File: config.mk
export PLATFORM = sky130hd
export DESIGN_NAME = pc_sequencer_flat
export DESIGN_NICKNAME = d
export VERILOG_FILES = /design/src/rtl/pc_sequencer_if.sv /design/src/rtl/pc_sequencer.sv /design/src/flat_wrapper.sv
export SDC_FILE = /design/constraint.sdc
export NUM_CORES = 1
export LEC_CHECK = 0
export CORE_MARGIN = 3
export CORE_UTILIZATION = 55
export DETAILED_ROUTE_END_ITERATION = 10
export PLACE_DENSITY = 0.81
export SLEW_MARGIN = 20
export SYNTH_ARGS = -nofsm -noshare
export SYNTH_HDL_FRONTEND = slang
export SYNTH_SLANG_ARGS = --single-unit
File: constraint.sdc
create_clock -name clk -period 5.1 [get_ports clk]
set_input_delay 0.51 -clock clk [delete_from_list [all_inputs] [get_ports clk]]
set_output_delay 0.51 -clock clk [all_outputs]
set_load 0.02 [all_outputs]
File: src/rtl/pc_sequencer_if.sv
// Control-side bundle for pc_sequencer: mode/operand inputs from the control unit,
// branch comparator and register file, plus the PC, EPC and RAS status returned.
interface pc_sequencer_if #(
    parameter int unsigned XLEN      = 32,
    parameter int unsigned IMM_W     = 16,
    parameter int unsigned JUMP_W    = 26,
    parameter int unsigned RAS_DEPTH = 4
);
    localparam int unsigned CntW = $clog2(RAS_DEPTH) + 1;

    logic              stall;
    logic [2:0]        pcsrc;
    logic              brtrue;
    logic [IMM_W-1:0]  imm;
    logic [JUMP_W-1:0] jump;
    logic [XLEN-1:0]   rso;
    logic [XLEN-1:0]   syscall_addr;

    logic [XLEN-1:0]   pc;
    logic [XLEN-1:0]   epc;
    logic [CntW-1:0]   ras_count;
    logic              ras_full;
    logic              ras_empty;
    logic              ras_ovf;
    logic              ras_unf;
    logic              misalign;

    // Control unit / datapath side
    modport master (
        output stall, pcsrc, brtrue, imm, jump, rso, syscall_addr,
        input  pc, epc, ras_count, ras_full, ras_empty, ras_ovf, ras_unf, misalign
    );

    // Sequencer side
    modport slave (
        input  stall, pcsrc, brtrue, imm, jump, rso, syscall_addr,
        output pc, epc, ras_count, ras_full, ras_empty, ras_ovf, ras_unf, misalign
    );
endinterface

File: src/rtl/pc_sequencer.sv
// Program-counter sequencer: picks the next PC from sequential/branch, direct jump,
// register jump, syscall vector, call/return via a circular return-address stack,
// and exception return through the saved EPC. All state updates take one cycle.
module pc_sequencer #(
    parameter int unsigned    XLEN         = 32,
    parameter int unsigned    IMM_W        = 16,
    parameter int unsigned    JUMP_W       = 26,
    parameter int unsigned    RAS_DEPTH    = 4,
    parameter logic [XLEN-1:0] RESET_VECTOR = '0
) (
    input logic           clk,
    input logic           rst,
    pc_sequencer_if.slave bus
);
    localparam int unsigned PtrW = $clog2(RAS_DEPTH);
    localparam int unsigned CntW = PtrW + 1;
    // Low bits replaced by a direct jump; the upper bits come from p4.
    localparam logic [XLEN-1:0] JumpLowMask = {XLEN{1'b1}} >> (XLEN - JUMP_W - 2);

    typedef enum logic [2:0] {
        SrcSeq  = 3'b000,
        SrcJump = 3'b001,
        SrcJr   = 3'b010,
        SrcSys  = 3'b011,
        SrcCall = 3'b100,
        SrcRet  = 3'b101,
        SrcEret = 3'b110,
        SrcRsvd = 3'b111
    } pcsrc_e;

    pcsrc_e mode;

    logic [XLEN-1:0] pc_q, pc_d;
    logic [XLEN-1:0] epc_q, epc_d;
    logic [PtrW-1:0] ptr_q, ptr_d;
    logic [CntW-1:0] count_q, count_d;
    logic            ovf_q, ovf_d;
    logic            unf_q, unf_d;
    logic            mis_q, mis_d;

    // Stack storage; contents are don't-care after reset, so no reset is applied.
    logic [XLEN-1:0] ras_q [RAS_DEPTH];
    logic            push_en;

    logic [XLEN-1:0] p4;
    logic [XLEN-1:0] bt;
    logic [XLEN-1:0] jump_tgt;
    logic [XLEN-1:0] rso_tgt;
    logic [XLEN-1:0] sys_tgt;
    logic [PtrW-1:0] top_idx;
    logic            ras_full;
    logic            ras_empty;

    assign mode = pcsrc_e'(bus.pcsrc);

    // Candidate targets, all modulo 2^XLEN
    assign p4       = pc_q + XLEN'(4);
    assign bt       = p4 + XLEN'($signed({bus.imm, 2'b00}));
    assign jump_tgt = (p4 & ~JumpLowMask) | XLEN'({bus.jump, 2'b00});
    assign rso_tgt  = {bus.rso[XLEN-1:2], 2'b00};
    assign sys_tgt  = {bus.syscall_addr[XLEN-1:2], 2'b00};

    // ptr_q points at the next free slot, so the top of stack sits just below it.
    // When full, the next free slot is also the oldest entry, which a push overwrites.
    assign top_idx   = ptr_q - PtrW'(1);
    assign ras_full  = (count_q == CntW'(RAS_DEPTH));
    assign ras_empty = (count_q == '0);

    // Next-state selection; stall holds architectural state and clears the pulses
    always_comb begin
        pc_d    = pc_q;
        epc_d   = epc_q;
        ptr_d   = ptr_q;
        count_d = count_q;
        ovf_d   = ovf_q;
        unf_d   = 1'b0;
        mis_d   = 1'b0;
        push_en = 1'b0;
        if (!bus.stall) begin
            unique case (mode)
                SrcSeq: begin
                    pc_d = bus.brtrue ? bt : p4;
                end
                SrcJump: begin
                    pc_d = jump_tgt;
                end
                SrcJr: begin
                    pc_d  = rso_tgt;
                    mis_d = |bus.rso[1:0];
                end
                SrcSys: begin
                    pc_d  = sys_tgt;
                    epc_d = pc_q;
                    mis_d = |bus.syscall_addr[1:0];
                end
                SrcCall: begin
                    pc_d    = jump_tgt;
                    push_en = 1'b1;
                    ptr_d   = ptr_q + PtrW'(1);
                    if (ras_full) begin
                        ovf_d = 1'b1;
                    end else begin
                        count_d = count_q + CntW'(1);
                    end
                end
                SrcRet: begin
                    if (ras_empty) begin
                        pc_d  = rso_tgt;
                        unf_d = 1'b1;
                    end else begin
                        pc_d    = ras_q[top_idx];
                        ptr_d   = top_idx;
                        count_d = count_q - CntW'(1);
                    end
                end
                SrcEret: begin
                    pc_d = epc_q + XLEN'(4);
                end
                default: begin
                    pc_d = p4;
                end
            endcase
        end
    end

    // Architectural state and status flags
    always_ff @(posedge clk or negedge rst) begin
        if (!rst) begin
            pc_q    <= RESET_VECTOR;
            epc_q   <= '0;
            ptr_q   <= '0;
            count_q <= '0;
            ovf_q   <= 1'b0;
            unf_q   <= 1'b0;
            mis_q   <= 1'b0;
        end else begin
            pc_q    <= pc_d;
            epc_q   <= epc_d;
            ptr_q   <= ptr_d;
            count_q <= count_d;
            ovf_q   <= ovf_d;
            unf_q   <= unf_d;
            mis_q   <= mis_d;
        end
    end

    // Return-address write on call
    always_ff @(posedge clk) begin
        if (push_en) begin
            ras_q[ptr_q] <= p4;
        end
    end

    assign bus.pc        = pc_q;
    assign bus.epc       = epc_q;
    assign bus.ras_count = count_q;
    assign bus.ras_full  = ras_full;
    assign bus.ras_empty = ras_empty;
    assign bus.ras_ovf   = ovf_q;
    assign bus.ras_unf   = unf_q;
    assign bus.misalign  = mis_q;
endmodule

File: src/flat_wrapper.sv
// flat-port wrapper written by rule: the top's interface ports become plain ports
module pc_sequencer_flat 
#(
    parameter int unsigned    XLEN         = 32,
    parameter int unsigned    IMM_W        = 16,
    parameter int unsigned    JUMP_W       = 26,
    parameter int unsigned    RAS_DEPTH    = 4,
    parameter logic [XLEN-1:0] RESET_VECTOR = '0
)
  (clk, rst, bus_stall, bus_pcsrc, bus_brtrue, bus_imm, bus_jump, bus_rso, bus_syscall_addr, bus_pc, bus_epc, bus_ras_count, bus_ras_full, bus_ras_empty, bus_ras_ovf, bus_ras_unf, bus_misalign);
  pc_sequencer_if #(.XLEN(XLEN), .IMM_W(IMM_W), .JUMP_W(JUMP_W), .RAS_DEPTH(RAS_DEPTH)) bus_i ();
  input logic clk;
  input logic rst;
  input wire logic [$bits(bus_i.stall)-1:0] bus_stall;
  input wire logic [$bits(bus_i.pcsrc)-1:0] bus_pcsrc;
  input wire logic [$bits(bus_i.brtrue)-1:0] bus_brtrue;
  input wire logic [$bits(bus_i.imm)-1:0] bus_imm;
  input wire logic [$bits(bus_i.jump)-1:0] bus_jump;
  input wire logic [$bits(bus_i.rso)-1:0] bus_rso;
  input wire logic [$bits(bus_i.syscall_addr)-1:0] bus_syscall_addr;
  output wire logic [$bits(bus_i.pc)-1:0] bus_pc;
  output wire logic [$bits(bus_i.epc)-1:0] bus_epc;
  output wire logic [$bits(bus_i.ras_count)-1:0] bus_ras_count;
  output wire logic [$bits(bus_i.ras_full)-1:0] bus_ras_full;
  output wire logic [$bits(bus_i.ras_empty)-1:0] bus_ras_empty;
  output wire logic [$bits(bus_i.ras_ovf)-1:0] bus_ras_ovf;
  output wire logic [$bits(bus_i.ras_unf)-1:0] bus_ras_unf;
  output wire logic [$bits(bus_i.misalign)-1:0] bus_misalign;
  assign bus_i.stall = bus_stall;
  assign bus_i.pcsrc = bus_pcsrc;
  assign bus_i.brtrue = bus_brtrue;
  assign bus_i.imm = bus_imm;
  assign bus_i.jump = bus_jump;
  assign bus_i.rso = bus_rso;
  assign bus_i.syscall_addr = bus_syscall_addr;
  assign bus_pc = bus_i.pc;
  assign bus_epc = bus_i.epc;
  assign bus_ras_count = bus_i.ras_count;
  assign bus_ras_full = bus_i.ras_full;
  assign bus_ras_empty = bus_i.ras_empty;
  assign bus_ras_ovf = bus_i.ras_ovf;
  assign bus_ras_unf = bus_i.ras_unf;
  assign bus_misalign = bus_i.misalign;
  pc_sequencer #(.XLEN(XLEN), .IMM_W(IMM_W), .JUMP_W(JUMP_W), .RAS_DEPTH(RAS_DEPTH), .RESET_VECTOR(RESET_VECTOR)) u_core (.clk(clk), .rst(rst), .bus(bus_i));
endmodule
==> out/results.ini, run 1 <==
[yosys]
syn_nets = 1272
syn_area_um2 = 12200
synth_top_area_frac = 0.315
synth_edf_count = 128
synth.distinct_cells = 87
synthTopCellsByArea = edfxtp_1 (31%), dfrtp_1 (15%), mux4_2 (5.9%), ha_1 (4.0%), a21oi_1 (3.4%)
ys_seq_elements = 200
ys_warn_count = 0
seq_area_frac_synth = 0.462
postSynthAreaPerCell_um2 = 10.9
ys.flop_type = edfxtp_1
yosysTopAreaCell = edfxtp_1
async_flop_share = 0.360
syn-instance-count = 1118

[place]
numPortBuffers = 184
dp_cells = 1535
dp_hpwl_um = 28800
gp_congestion = 0.966
placed_area_um2 = 14300

[sta]
tightest_slew_ns = 1.08
fmax_mhz = 221
finClkSkew_ns = 0.0129
whs_ns = 0.183
fin_crit_ns = 4.53
rsz0062_at_grt = no
min_period_over_period = 0.888
relSlewSlack = 0.281
drv_slew = 0
fin_tns_setup_ns = 0
setup_viol = 0
hold_viol = 0

[route]
first_iter_violations = 1396
ant_nets = 0
viasPerCell = 6.83
wl_per_cell_um = 25.9
drtPass1Iterations = 5
drc_errors = 0
vias = 10700
routed_wl_um = 40600

[cts]
cts.sinks = 200
cts_buffers = 17
clockBufferDepth = 2
cts_root_buffer = clkbuf_16
cts-htree-levels = 4
insertion_delay_ns = 0.44
cts-resized-gates = 0
clk_pin_slew_ns = 0.08
cts_setup_buffers = 0
cts_hold_buf = 0
cts_tree = yes

[outcome]
status = complete, no violations

[floorplanning]
die_area_um2 = 24000
start_util = 0.570
die_w_um = 155
boundaryPins = 185
die_h_um = 155
rows = 53
core_um2 = 21400

[global_routing]
grt_remaining_overflow = 0
grt_max_degree = 73
grtUsageTotal = 0.333
grt_pass1_vias = 10100
grt_pass1_wl_um = 61000
antenna_found_initial = 0

[worst_setup_path]
reg2reg_slack_ns = 0.57
worstPathArrival_ns = 4.83
cp-end-kind = flop
path_max_fanout = 7
startpoint_type = flop
path_class = reg2reg
worst_ep_required_time_ns = 5.40

[layout]
final_cells = 1567
final_common_cell = clkdlybuf4s50_1
final_area_um2 = 14900
area_growth_pct = 21.7
fin_util = 0.694
drive_gt1_frac = 0.115
nets = 1433
antenna_cells = 0
layout_common_cells = clkdlybuf4s50_1 (181), edfxtp_1 (128), nand2_1 (105)

[power]
peakVddDrop_v = 0.000285
powerDensity_nw_per_um2 = 440
p_leak_nw = 5.50

[worst_hold_path]
hold_class = in2async

[job]
maxCapViolCount = 0

-- cells in the mapped netlist, drive strengths merged, types with 5 or more instances --
master and number:
mux2 35, a211oi 8, xnor2 43, a31oi 6, nor3 15, nand3 33, edfxtp 128, clkbuf 32
dfrtp 72, nand2b 8, nor2b 24, a221oi 27, a21oi 83, o211ai 10, a21o 8, buf 36
inv 29, and2 7, ha 39, o21a 10, o22ai 11, xor2 32, and4 6, a22oi 13
o221ai 19, mux4 32, o21ai 61, nand4 21, or3 5, and3 24, nor3b 5, nand2 105
nor2 60
-- metal layers --
layer / global-route usage / vias up / wire (um)
li1: - / 4611 / -
met1: 0.468 / 5244 / 15700
met2: 0.521 / 764 / 18400
met3: 0.0712 / 91 / 5180
met4: 0.108 / 0 / 1220
met5: 0 / - / 0
-- power breakdown --
part	internal (mW)	total (mW)	switching [mW]
sequential	2.00	2.33	0.325
combinational	1.26	2.83	1.57
clock	0.707	1.38	0.673
-- worst max-delay path: stages (launching register included) --
cell and delay, ns:
dfrtp_1 0.46, ha_1 0.33, nand4_1 0.24, nor3_4 0.34, and3_1 0.26, nand4_1 0.13, xnor2_1 0.61, ha_1 0.34
nand2_1 0.12, or3_1 0.38, a211o_1 0.28, a21oi_1 0.23, nor3_1 0.14, xnor2_1 0.16, a221oi_1 0.31, a311oi_1 0.07
-- sequential cells by signal (all words and copies together) (netlist names) --
register,count
u_core.ras_q,128
u_core.bus.epc,32
u_core.bus.pc,32
u_core.bus.ras_count,3
u_core.ptr_q,2
u_core.bus.misalign,1
u_core.bus.ras_ovf,1
u_core.bus.ras_unf,1
-- final timing paths --
kind / from / to / depth (start not counted)
max: u_core.bus.pc[2] / u_core.bus.pc[26] / 15
min: rst / u_core.bus.ras_unf / 1
max reg2reg: u_core.bus.pc[2] / u_core.bus.pc[26] / 15
min reg2reg: u_core.bus.ras_ovf / u_core.bus.ras_ovf / 1
max in group asynchronous: rst / u_core.ptr_q[0] / 1
min in group clk: u_core.bus.ras_ovf / u_core.bus.ras_ovf / 1
-- stage by stage --
| stage | setup WS (ns) | power, mW |
|---|---|---|
| floorplan | 1.40 | 4.05 |
| global placement | 0.976 | 5.04 |
| detailed placement | 0.751 | 5.10 |
| CTS | 0.731 | 6.49 |
| global route | 0.305 | 6.81 |
| finish | 0.569 | 6.53 |
-- cell families after synthesis --
logic type / after synthesis / share of synthesized area
xor gates and xnor gates: 75 / 0.0538
muxes: 69 / 0.0930
DFF: 200 / 0.462
adders and majority gates: 41 / 0.0433
and+or+nand+nor: 328 / 0.138
AOI/OAI and AO/OA: 307 / 0.171
buffers and inverters: 98 / 0.0378
-- final cells by class --
class / count / area, um^2
clock inverters: 14 / 171
well taps: 275 / 344
fillers: 1578 / 6560
repair buffers: 210 / 2040
inverters: 30 / 113
flip-flops and latches: 200 / 5650
multi-input cells: 820 / 6110
clock buffers: 18 / 429
(Power assumes the default switching activity.)
==> run 2, diff against run 1 <==
Settings changed: SLEW_MARGIN 20 to 0.
==> results of run 2 <==
No change in the layout: final DEF, timing and power equal those of run 1.
==> run 3, diff against run 2 <==
Settings changed: CORE_MARGIN 3 to not set.
==> out/results.ini, run 3 (synthesized netlist as in run 1, its figures left out) <==
[cts]
cts_tree = yes
cts_root_buffer = clkbuf_16
clockBufferDepth = 2
cts-resized-gates = 0
clk_pin_slew_ns = 0.08
cts.sinks = 200
cts_buffers = 17
insertion_delay_ns = 0.45
cts-htree-levels = 4

[place]
dp_hpwl_um = 27800
place_ws_ns = 0.733
numPortBuffers = 184
gp_congestion = 0.982

[floorplanning]
die_w_um = 151
die_h_um = 151
start_util = 0.559
core_um2 = 21800
boundaryPins = 185
rows = 54
die_area_um2 = 22800

[worst_setup_path]
path_max_fanout = 7
startpoint_type = flop
cp-end-kind = flop
worst_ep_required_time_ns = 5.40
worstPathArrival_ns = 4.91
path_class = reg2reg

[sta]
min_period_over_period = 0.903
fin_crit_ns = 4.60
fmax_mhz = 217
setup_viol = 0
fin_tns_setup_ns = 0
finClkSkew_ns = 0.0156
tightest_slew_ns = 1.02
drv_slew = 0
relSlewSlack = 0.321
hold_viol = 0
worst_slack_ns = 0.495
rsz0062_at_grt = no

[route]
routed_wl_um = 39000
viasPerCell = 6.67
first_iter_violations = 1370
vias = 10500
drtPass1Iterations = 6
wl_per_cell_um = 24.9
ant_nets = 0
drc_errors = 0

[global_routing]
grt_pass1_vias = 9951
grtUsageTotal = 0.350
grt_pass1_wl_um = 58400
antenna_found_initial = 0
grt_max_degree = 54
grt_remaining_overflow = 0

[power]
powerDensity_nw_per_um2 = 435
peakVddDrop_v = 0.000333
p_leak_nw = 5.48

[layout]
layout_common_cells = clkdlybuf4s50_1 (181), edfxtp_1 (128), nand2_1 (105)
multi_input_area_um2 = 6120
seq_area_um2 = 5650
final_common_cell = clkdlybuf4s50_1
nFillCells = 1641
largest_reg_flops = 128
antenna_cells = 0
drive_gt1_frac = 0.115
nets = 1431
area_growth_pct = 21.5
regMostFlops = u_core.ras_q

[outcome]
status = complete, no violations

[job]
maxCapViolCount = 0

[worst_hold_path]
hold_class = reg2reg

[run 3: cell type report]
type                    instances  area share
flip-flops and latches        200       0.381
well taps                     280      0.0236
clock inverters                15      0.0116
inverters                      30     0.00759
clock buffers                  17      0.0287
repair buffers                208       0.136
multi-input cells             820       0.412
[run 3: metrics by stage]
step	hold slack, ns	total power [mW]	cell area (um^2)	instances	utilization
floorplan	0.214	4.05	12200	1118	-
global placement	0.420	5.01	14200	1537	0.652
detailed placement	0.424	5.06	14200	1537	0.652
CTS	0.481	6.41	14800	1570	0.680
global route	0.494	6.73	14800	1570	0.680
finish	0.484	6.46	14800	1570	0.680
[run 3: final timing paths]
kind / cells past startpoint / slack [ns] / startpoint / endpoint
hold / removal: 1 / 0.48 / u_core.bus.ras_ovf / u_core.bus.ras_ovf
min in group asynchronous: 2 / 0.49 / rst / u_core.bus.epc[31]
max in group asynchronous: 3 / 3.53 / rst / u_core.ptr_q[0]
setup / recovery: 15 / 0.50 / u_core.bus.pc[2] / u_core.bus.pc[26]
setup reg to reg: 15 / 0.50 / u_core.bus.pc[2] / u_core.bus.pc[26]
hold reg to reg: 1 / 0.48 / u_core.bus.ras_ovf / u_core.bus.ras_ovf
[run 3: worst max-delay path, cell delays in order (launching register included)]
cell and delay [ns]:
dfrtp_1 0.49, ha_1 0.32, nand4_1 0.21, nor3_4 0.35, and3_1 0.28, nand4_1 0.13
xnor2_1 0.62, ha_1 0.33, nand2_1 0.13, or3_1 0.39, a211o_1 0.27, a21oi_1 0.21
nor3_1 0.14, xnor2_1 0.17, a221oi_1 0.33, a311oi_1 0.08
[run 3: where the power goes]
part | internal (mW) | switching [mW]
sequential | 2.00 | 0.323
combinational | 1.25 | 1.52
clock | 0.664 | 0.698
total | 3.92 | 2.54
[run 3: metal layers]
metal / part of all wire / vias up / global-route usage
met5: 0 / - / 0
met4: 0.027 / 0 / 0.127
met3: 0.13 / 74 / 0.0895
met2: 0.45 / 728 / 0.534
met1: 0.39 / 5052 / 0.484
li1: - / 4612 / -
[run 3: what timing repair did]
action / CTS / global route
hold buffers: 1 / 0
setup buffers: 0 / 0
hold endpoints to repair: 19 / 0
